File: src/rtl/ctrl_seq_monitor.sv
// rtl/ctrl_seq_monitor.sv - protocol checker for the FSMController control-strobe output
module ctrl_seq_monitor #(
  parameter int ERR_W = 8,
  parameter int CNT_W = 16
) (
  input  logic             clk,
  input  logic             rst_,
  input  logic             mem_rd,
  input  logic             load_ir,
  input  logic             halt,
  input  logic             inc_pc,
  input  logic             load_ac,
  input  logic             load_pc,
  input  logic             mem_wr,
  input  logic [2:0]       opcode,
  input  logic             zero,
  output logic [2:0]       phase,
  output logic             locked,
  output logic             err,
  output logic             err_sticky,
  output logic [ERR_W-1:0] err_count,
  output logic [2:0]       err_phase,
  output logic [6:0]       err_got,
  output logic [6:0]       err_exp,
  output logic [CNT_W-1:0] instr_count,
  output logic             halt_seen
);

  typedef enum logic [2:0] {
    INST_ADDR, INST_FETCH, INST_LOAD, IDLE, OP_ADDR, OP_FETCH, ALU_OP, STORE
  } state_t;

  typedef enum logic [2:0] {
    HLT, SKZ, ADD, AND, XOR, LDA, STO, JMP
  } opcode_t;

  typedef enum logic {MODE_LOCKED, MODE_SEEK} mode_t;

  localparam logic [ERR_W-1:0] ERR_ONE = {{(ERR_W-1){1'b0}}, 1'b1};
  localparam logic [ERR_W-1:0] ERR_MAX = {ERR_W{1'b1}};
  localparam logic [CNT_W-1:0] CNT_ONE = {{(CNT_W-1){1'b0}}, 1'b1};

  state_t             phase_q, phase_nxt;
  mode_t              mode_q, mode_nxt;
  logic               prev_load_ir, prev_load_ir_nxt;
  logic               err_nxt, err_sticky_nxt, halt_seen_nxt;
  logic [ERR_W-1:0]   err_count_nxt;
  logic [2:0]         err_phase_nxt;
  logic [6:0]         err_got_nxt, err_exp_nxt;
  logic [CNT_W-1:0]   instr_count_nxt;
  logic [6:0]         got, expected;
  logic               aluop;
  opcode_t            op;

  assign op     = opcode_t'(opcode);
  assign got    = {mem_rd, load_ir, halt, inc_pc, load_ac, load_pc, mem_wr};
  assign aluop  = (op == ADD) || (op == AND) || (op == XOR) || (op == LDA);
  assign phase  = phase_q;
  assign locked = (mode_q == MODE_LOCKED);

  always_comb begin
    expected = 7'b0000000;
    case (phase_q)
      INST_ADDR:       expected = 7'b0000000;
      INST_FETCH:      expected = 7'b1000000;
      INST_LOAD, IDLE: expected = 7'b1100000;
      OP_ADDR:         expected = (op == HLT) ? 7'b0011000 : 7'b0001000;
      OP_FETCH:        expected = aluop ? 7'b1000000 : 7'b0000000;
      ALU_OP: begin
        if (aluop)                  expected = 7'b1000100;
        else if (op == SKZ && zero) expected = 7'b0001000;
        else if (op == JMP)         expected = 7'b0000010;
      end
      STORE: begin
        if (aluop)           expected = 7'b1000100;
        else if (op == STO)  expected = 7'b0000001;
        else if (op == JMP)  expected = 7'b0000010;
      end
      default:         expected = 7'b0000000;
    endcase
  end

  always_comb begin
    phase_nxt        = phase_q;
    mode_nxt         = mode_q;
    prev_load_ir_nxt = load_ir;
    err_nxt          = 1'b0;
    err_sticky_nxt   = err_sticky;
    err_count_nxt    = err_count;
    err_phase_nxt    = err_phase;
    err_got_nxt      = err_got;
    err_exp_nxt      = err_exp;
    instr_count_nxt  = instr_count;
    halt_seen_nxt    = halt_seen | halt;

    if (mode_q == MODE_LOCKED) begin
      if (got == expected) begin
        phase_nxt = state_t'(phase_q + 3'd1);
        if (phase_q == STORE) instr_count_nxt = instr_count + CNT_ONE;
      end else begin
        err_nxt        = 1'b1;
        err_sticky_nxt = 1'b1;
        mode_nxt       = MODE_SEEK;
        if (err_count != ERR_MAX) err_count_nxt = err_count + ERR_ONE;
        // Only the first mismatch since reset is kept for post-mortem.
        if (!err_sticky) begin
          err_phase_nxt = phase_q;
          err_got_nxt   = got;
          err_exp_nxt   = expected;
        end
      end
    end else if (load_ir && mem_rd && !prev_load_ir) begin
      // Rising load_ir with mem_rd only happens in INST_LOAD, so IDLE follows.
      mode_nxt  = MODE_LOCKED;
      phase_nxt = IDLE;
    end
  end

  always_ff @(posedge clk) begin
    if (!rst_) begin
      phase_q      <= INST_ADDR;
      mode_q       <= MODE_LOCKED;
      prev_load_ir <= 1'b0;
      err          <= 1'b0;
      err_sticky   <= 1'b0;
      err_count    <= '0;
      err_phase    <= '0;
      err_got      <= '0;
      err_exp      <= '0;
      instr_count  <= '0;
      halt_seen    <= 1'b0;
    end else begin
      phase_q      <= phase_nxt;
      mode_q       <= mode_nxt;
      prev_load_ir <= prev_load_ir_nxt;
      err          <= err_nxt;
      err_sticky   <= err_sticky_nxt;
      err_count    <= err_count_nxt;
      err_phase    <= err_phase_nxt;
      err_got      <= err_got_nxt;
      err_exp      <= err_exp_nxt;
      instr_count  <= instr_count_nxt;
      halt_seen    <= halt_seen_nxt;
    end
  end

endmodule

File: config.mk
export PLATFORM = sky130hd
export DESIGN_NAME = ctrl_seq_monitor
export DESIGN_NICKNAME = d
export VERILOG_FILES = /design/src/rtl/ctrl_seq_monitor.sv
export SDC_FILE = /design/constraint.sdc
export NUM_CORES = 1
export LEC_CHECK = 0
export BUFFER_PORTS_ARGS = -buffer_cell sky130_fd_sc_hd__buf_2
export CORE_MARGIN = 3
export CORE_UTILIZATION = 32
export CTS_CLUSTER_DIAMETER = 200
export DETAILED_ROUTE_END_ITERATION = 8
export PLACE_DENSITY_LB_ADDON = 0.15
export RECOVER_POWER = 50
export SLEW_MARGIN = 10
export SYNTH_ARGS = -nofsm -noshare
export SYNTH_HDL_FRONTEND = slang
export SYNTH_SLANG_ARGS = --single-unit
File: constraint.sdc
create_clock -name clk -period 2.6 [get_ports clk]
set_clock_uncertainty 0.05 [all_clocks]
set_input_delay 0.39 -clock clk [delete_from_list [all_inputs] [get_ports clk]]
set_output_delay 0.39 -clock clk [all_outputs]
set_load 0.05 [all_outputs]
Word-level counts from Yosys, hierarchy flattened

Index checks and enable logic that the tools add are counted.
Widths: inputs -> output; s select.

Register bits: 49
Word-level logic and storage cells: 67
Output and inout bits: 48

Add/subtract/negate cells: 3
Reduce and logical (&&, ||, !) cells: 17
Eq/ne operators: 17
Bitwise operators: 5
Mux-type cells: 14

Operators by type and width:

| kind                  | number |
|---|---|
| $pmux 7 s7            | 1 |
| $eq 3x3->1 const B    | 8 |
| $mux 7                | 3 |
| $add 16x1->16 const B | 1 |
| $eq 3x2->1 const B    | 4 |
| $mux 3                | 3 |
| $reduce_and 3->1      | 3 |
| $add 8x1->8 const B   | 1 |
| $ne 8x8->1 const B    | 1 |
| $eq 7x7->1            | 1 |
| $eq 3x1->1 const B    | 2 |
| $logic_not 3->1       | 2 |
| $mux 5                | 1 |
| $mux 2                | 2 |
| $mux 4                | 1 |
| $not 1->1             | 4 |
| $reduce_and 2->1      | 2 |
| $reduce_or 2->1       | 2 |
| $add 3x1->3 const B   | 1 |
| $logic_and 1x1->1     | 3 |
| $logic_or 1x1->1      | 3 |
| $mux 1                | 3 |
| $ne 2x1->1 const B    | 1 |
| $reduce_bool 2->1     | 1 |
| 2 further kinds       | 2 |

Logic depth before layout (Yosys ltp)

Gate-level depths: netlist of run 1.

Depth in word-level cells: 9
Mapped depth: 11
Mapped depth without buffers: 8

Worst setup path before layout of run 1

No wires, ideal clock.

Path type: register to register
From: register phase_q[0], in the netlist phase[0]
To: register err_sticky
Clock period less this slack: 2.906 ns
Cell stages (with the launch flop): 11
Arrival time: 2.741 ns
Setup time: 0.115 ns
Setup slack: -0.306 ns
Path buffers: 2
Path through: dfxtp_1 -> inv_1 -> ha_1 -> nor2b_2 -> or3_4 -> a2111oi_4 -> and4_4 -> buf_6 -> buf_4 -> nor2_1 -> o21a_1

Word-level cells in the longest chain between the ends: 6
Elaborated cells on any way between the ends: 13
Classes of those cells: eq/ne: 8; mux: 1; bitwise: 1; reduce/logical: 3

RTL lines:

| what                                  | RTL line | text |
|---|---|---|
| start: declaration                    | 43       | `state_t phase_q, phase_nxt;` |
| start signal: assignment              | 133      | `phase_q <= phase_nxt;` |
| $eq 3x2->1                            | 63       | `case (phase_q)` |
| $reduce_or 2->1                       | 63       |  |
| $pmux 7 s7 (*)                        | 63       |  |
| $eq 7x7->1 (*)                        | 97       | `if (got == expected) begin` |
| $not 1->1 (no source line) (*)        | --       |  |
| $reduce_and 2->1 (no source line) (*) | --       |  |
| end signal: assignment                | 137      | `err_sticky <= err_sticky_nxt;` |
| end: declaration                      | 20       | `output logic err_sticky,` |

Mark *: on every way between the ends. The rest lies on a longest branch, timed or not.
A chain may end at the register's enable or synchronous reset.

Worst setup path in the final report of run 1

From: register phase_q[0], in the netlist phase[0]
To: register instr_count[8]

Word-level cells in the longest chain between the ends: 5
Elaborated cells on any way between the ends: 12
Classes of those cells: eq/ne: 8; mux: 1; reduce/logical: 3

RTL lines:

| what                                  | RTL line | text |
|---|---|---|
| $eq 3x2->1                            | 63       |  |
| $reduce_or 2->1                       | 63       |  |
| $pmux 7 s7                            | 63       |  |
| $eq 7x7->1                            | 97       |  |
| $reduce_and 3->1 (no source line) (*) | --       |  |
| end signal: assignment                | 142      | `instr_count <= instr_count_nxt;` |
| end: declaration                      | 25       | `output logic [CNT_W-1:0] instr_count,` |

Marked as above.

==> flow_summary.toml, run 1 <==
[run_status]
status = "finished clean"

[cts]
cts_tree = "done"
htree_levels = 2
clk_pin_slew_worst_paths_ns = 0.09
cts_sinks = 49
clk_latency_ns = 0.30
hold_buffers = 0
root_buffer = "clkbuf_8"
cts_buffer_depth = 2
cts_made_buffers = 5

[yosys]
syn_area_per_cell_sq_um = 8.64
synth_top_cells_by_count = "dfxtp_1 (49), nand2_1 (48), mux2i_1 (23)"
synth_top_family_by_area = "simple AND/OR/NAND/NOR gates"
synthAdderAreaFrac_pct = 3.80
synthTopCellsByArea = "dfxtp_1 (37%), mux2i_1 (8.7%), nand2_1 (6.8%), ha_1 (3.8%), and3_1 (3.1%)"
yosys.area_share.simple_pct = 28.6
synthesis.area_sq_um = 2630
ys.flop_type = "dfxtp_1"
syn_inst = 305
yosys.area.top_type = "dfxtp_1"
synth_xor_area_share_pct = 1.28
synth_top_area_share_pct = 37.2
synth-compound-area-share_pct = 14.6
yosysWarningCount = 0
yosysSeqAreaShare_pct = 37.2
synthMuxAreaShare_pct = 8.74
synth_edf_count = 0
syn_nets = 326
yosysMostFrequentCell = "dfxtp_1"
synth-seq-cells = 49
async_flop_share_pct = 0
ys_types = 55

[power]
clkPwrFrac_pct = 34.1
p_leak_nw = 1.23
cellPowerDensity_nw_per_um2 = 489
internal_power_mw = 1.12
ir_drop_mv = 0.186
p_comb_share_pct = 15.2
switching_share_pct = 28.1
switching_power_mw = 0.437
power_frac_seq_pct = 50.7

[worst_setup_path]
cp.arrival_ns = 2.67
cp_top_family = "simple AND/OR/NAND/NOR gates"
critPathLaunchType = "flop"
crit_chain = "ha_1, ha_1, or3_4, a2111oi_4, nand4_2, buf_6, or3_1, a21oi_1"
critPathMaxFanout = 22
critPathRequiredTime_ns = 2.78
critical_path_class = "reg -> reg"
crit_top_cell = "ha_1"
crit_buf_inv = 1
cp_slowest_stage_delay_ns = 0.38
endpoint_kind = "flop"
crit_slowest_cell = "or3_4"

[floorplanning]
die_y_um = 96.7
num_rows = 32
ios = 61
design.die.area_sq_um = 9350
core_sq_um = 7850
fp.dieW_um = 96.7
initial_core_util_pct = 33.6

[global_routing]
grtUsageTotal_pct = 14.1
overflow = 0
grt_max_degree = 55
grt_pass1_vias = 2150
antenna_found_initial = 0
grt_first_pass_wirelength_um = 11100

[detailed_routing]
drt-vias-per-instance = 5.13
dr_total_vias = 2413
drc = 0
drtIter0Drc = 76
antenna_violating_nets_post_route = 0
wire_per_inst_um = 14.6
drt-total-wl_um = 6880
first_pass_iters = 4

[sta]
tightest_slew_ns = 1.07
tns_ns = 0
max_freq_mhz = 402
fin_crit_ns = 2.49
hold_viol = 0
holdWs_ns = 0.298
finalSetupViolCount = 0
min_period_over_period_pct = 95.7
rsz0062_at_grt = "false"
drv_slew = 0
slew-limit-headroom_pct = 28.7

[final_layout]
final_util_pct = 40.5
drive_gt1_share_pct = 15.2
area_growth_pct = 20.8
diodes = 0
fin_nets = 388

[run]
maxCapViolCount = 0

[placement]
dp_hpwl_um = 4880
finalWeightedCongestion = 0.789
port_buffers = 60

[hold_path]
hold_class = "in -> reg"
==> cells by family after synthesis <==
family | count (synthesis)
mux | 23
flops | 49
buf+inv | 30
xor+xnor | 3
simple gates | 135
compound gates | 57
fa+ha+maj | 8
==> repair_timing <==
| action | 4_1_cts | 5_1_grt |
|---|---|---|
| resized for setup | 0 | 6 |
| buffers inserted | 0 | 3 |
| setup endpoints to repair | 0 | 21 |
==> path summary, 6_finish.rpt <==
kind	startpoint	to	slack [ns]	cells after the start
setup / recovery	phase[0]	instr_count[8]	0.11	8
hold / removal	load_ir	prev_load_ir	0.30	3
setup reg to reg	phase[0]	instr_count[8]	0.11	8
hold reg to reg	err_got[2]	err_got[2]	0.41	2
==> power by group through the flow <==
| stage | sequential, mW | combinational, mW | clock (mW) |
|---|---|---|---|
| after global routing | 0.793 | 0.255 | 0.581 |
| after CTS | 0.788 | 0.241 | 0.557 |
| after floorplan | 0.867 | 0.111 | 0 |
| final | 0.788 | 0.236 | 0.531 |
| after detailed placement | 0.805 | 0.240 | 0 |
| after global placement | 0.805 | 0.239 | 0 |
==> per-stage QoR <==
stage / instances / cell area [sq um] / setup WS (ns) / power (mW)
global placement: 459 / 3080 / 0.100 / 1.04
detailed placement: 459 / 3080 / 0.0516 / 1.05
CTS: 467 / 3190 / 0.0351 / 1.59
global route: 470 / 3180 / 0.00565 / 1.63
finish: 470 / 3180 / 0.111 / 1.55
floorplan: 305 / 2650 / 0.0199 / 0.978
==> worst register-to-register path, stage by stage, from the launching register on <==
cell and delay, ns:
dfxtp_4 0.35, ha_1 0.22, ha_1 0.21, or3_4 0.38
a2111oi_4 0.37, nand4_2 0.16, buf_6 0.19, or3_1 0.36
a21oi_1 0.14
==> placed cells by master (no fill, tap or decap), types with 3 or more instances in the layout <==
cell,n
nand2b_1,8
or4_1,3
nor4_1,3
nand3_1,12
nand4_1,5
a21oi_1,15
a211oi_1,3
o41ai_1,3
or3_1,6
nor2_1,7
inv_1,8
clkbuf_8,6
nor3_1,5
and4_1,4
and2_1,4
o21a_1,6
buf_2,14
ha_1,7
dfxtp_1,46
mux2i_1,23
nand2_1,48
o21ai_0,13
clkbuf_1,47
and3_1,13
nand4b_1,5
buf_4,12
==> metal layers <==
metal	vias to the layer above	share of wire, %	GRT usage (%)
met5	-	0	0
met4	0	0.74	2.92
met3	5	4.4	3.53
met2	47	45	21.5
met1	1141	50	20.2
li1	1220	-	-
==> area by class of cell <==
cell class                 instances  area, sq um
fill                             855         4670
multi-input combinational        226         1530
sequential                        49          990
timing repair buffer              76          389
tap                              102          128
clock buffer                       8          111
inverter                           9         33.8
==> flip-flops by register name, indices dropped and copies added, names as in the netlist <==
name	cells
instr_count	16
err_count	8
err_exp	7
err_got	7
err_phase	3
phase	3
err	1
err_sticky	1
halt_seen	1
mode_q	1
prev_load_ir	1
Note: power is estimated with default switching activity, not from simulation.
==> run 2, diff against run 1 <==
CORE_MARGIN = 5   (was 3)
CORE_UTILIZATION = 31   (was 32)
==> run 2 against run 1 <==
Net effect:
- worst setup slack lost 0.019 ns
- clock power shrank 12%
- clock-buffer cell count shrank 1
- hold slack gained 0.0044 ns
==> flow_summary.toml, run 2 (synthesized netlist as in run 1, its figures left out) <==
[run_status]
status = "finished clean"

[detailed_routing]
drtIter0Drc = 55
drt-vias-per-instance = 5.14
first_pass_iters = 4
dr_total_vias = 2428
antenna_violating_nets_post_route = 0
wire_per_inst_um = 14.7
drc = 0
drt-total-wl_um = 6940

[worst_setup_path]
cp_slowest_stage_delay_ns = 0.63
crit_chain = "ha_2, ha_2, buf_4, nand2_1, o21ai_0, a211o_1, and4_4, or4b_2, a21oi_1"
cp_top_family = "simple AND/OR/NAND/NOR gates"
critPathRequiredTime_ns = 2.79
crit_buf_inv = 1
critPathLaunchType = "flop"
crit_top_cell = "ha_2"
crit_slowest_cell = "or4b_2"
critical_path_class = "reg -> reg"
endpoint_kind = "flop"
critPathMaxFanout = 11
cp.arrival_ns = 2.69

[floorplanning]
fp.dieW_um = 102
design.die.area_sq_um = 10400
core_sq_um = 8260
num_rows = 33
die_y_um = 102
ios = 61
initial_core_util_pct = 31.9

[power]
ir_drop_mv = 0.225
p_leak_nw = 1.23
cellPowerDensity_nw_per_um2 = 462

[sta]
tns_ns = 0
max_freq_mhz = 399
holdWs_ns = 0.303
fin_ws_ns = 0.0923
hold_viol = 0
tightest_slew_ns = 0.619
finalSetupViolCount = 0
rsz0062_at_grt = "false"
min_period_over_period_pct = 96.5
slew-limit-headroom_pct = 58.9
drv_slew = 0
fin_crit_ns = 2.51

[cts]
htree_levels = 2
root_buffer = "clkbuf_8"
clk_latency_ns = 0.30
cts_made_buffers = 5
cts_sinks = 49
clk_pin_slew_worst_paths_ns = 0.09
cts_tree = "done"
cts_buffer_depth = 2
hold_buffers = 0

[final_layout]
layout_commonest_cell = "nand2_1"
multi_input_area_sq_um = 1550
largest_reg_flops = 16
area_growth_pct = 22.5
diodes = 0
fillers = 896
regMostFlops = "instr_count"
final_cell_mix = "nand2_1 (48), clkbuf_1 (46), dfxtp_1 (46), mux2i_1 (23)"
drive_gt1_share_pct = 16.1
reg_top3 = "instr_count: 16 flops, err_count: 8 flops"
seq_area_sq_um = 992
fin_nets = 388
final_cells = 472

[placement]
finalWeightedCongestion = 0.852
port_buffers = 60
dp_hpwl_um = 5010
placed_cells = 460
pre_cts_ws_ns = 0.0403

[global_routing]
grt_max_degree = 55
overflow = 0
grt_pass1_vias = 2214
antenna_found_initial = 0
grt_first_pass_wirelength_um = 10900
grtUsageTotal_pct = 13.2

[hold_path]
hold_class = "in -> reg"

[run]
maxCapViolCount = 0
[run 2: worst paths after layout]
check / start / endpoint / slack [ns] / cells after the start
hold reg to reg: err_phase[2] / err_phase[2] / 0.41 / 2
setup / recovery: phase[1] / err_count[2] / 0.09 / 9
hold / removal: load_ir / prev_load_ir / 0.30 / 3
setup reg to reg: phase[1] / err_count[2] / 0.09 / 9
[run 2: area by class of cell]
class                   instances  area share (%)
clock buffers                   7            2.68
inverters                       9            1.05
multi-input cells             226            47.9
flip-flops and latches         49            30.7
well taps                     105            4.07
repair buffers                 76            13.5
[run 2: routing by layer]
| layer | wire, um | share of wire (%) | GRT usage, % | vias to the layer above |
|---|---|---|---|---|
| li1 | - | - | - | 1218 |
| met1 | 3490 | 50 | 17.7 | 1161 |
| met2 | 3080 | 44 | 20.8 | 42 |
| met3 | 277 | 4.0 | 3.34 | 7 |
| met4 | 94 | 1.4 | 3.94 | 0 |
| met5 | 0 | 0 | 0 | - |
[run 2: through the flow]
| step | power, mW | instance area, sq um | utilization, % |
|---|---|---|---|
| after floorplan | 0.978 | 2650 | - |
| after global placement | 1.04 | 3070 | 37.2 |
| after detailed placement | 1.04 | 3070 | 37.2 |
| after CTS | 1.51 | 3150 | 38.2 |
| after global routing | 1.57 | 3230 | 39.1 |
| final | 1.49 | 3230 | 39.1 |
[run 2: timing repair]
item                                    4_1_cts  5_1_grt
endpoints found under the hold margin         0        0
endpoints found under the setup margin        0       28
buffers inserted                              0        3
resized for setup                             0       11
[run 2: report_power, final]
| group | leakage [nW] | total [mW] | switching, mW | internal, mW |
|---|---|---|---|---|
| registers | 0.401 | 0.788 | 0.0197 | 0.769 |
| clock network | 0.0443 | 0.467 | 0.255 | 0.212 |
| logic | 0.783 | 0.234 | 0.164 | 0.0701 |
[run 2: worst min-delay path: stages]
cell and delay, ns:
buf_2 0.12, nand2_1 0.07, inv_1 0.05
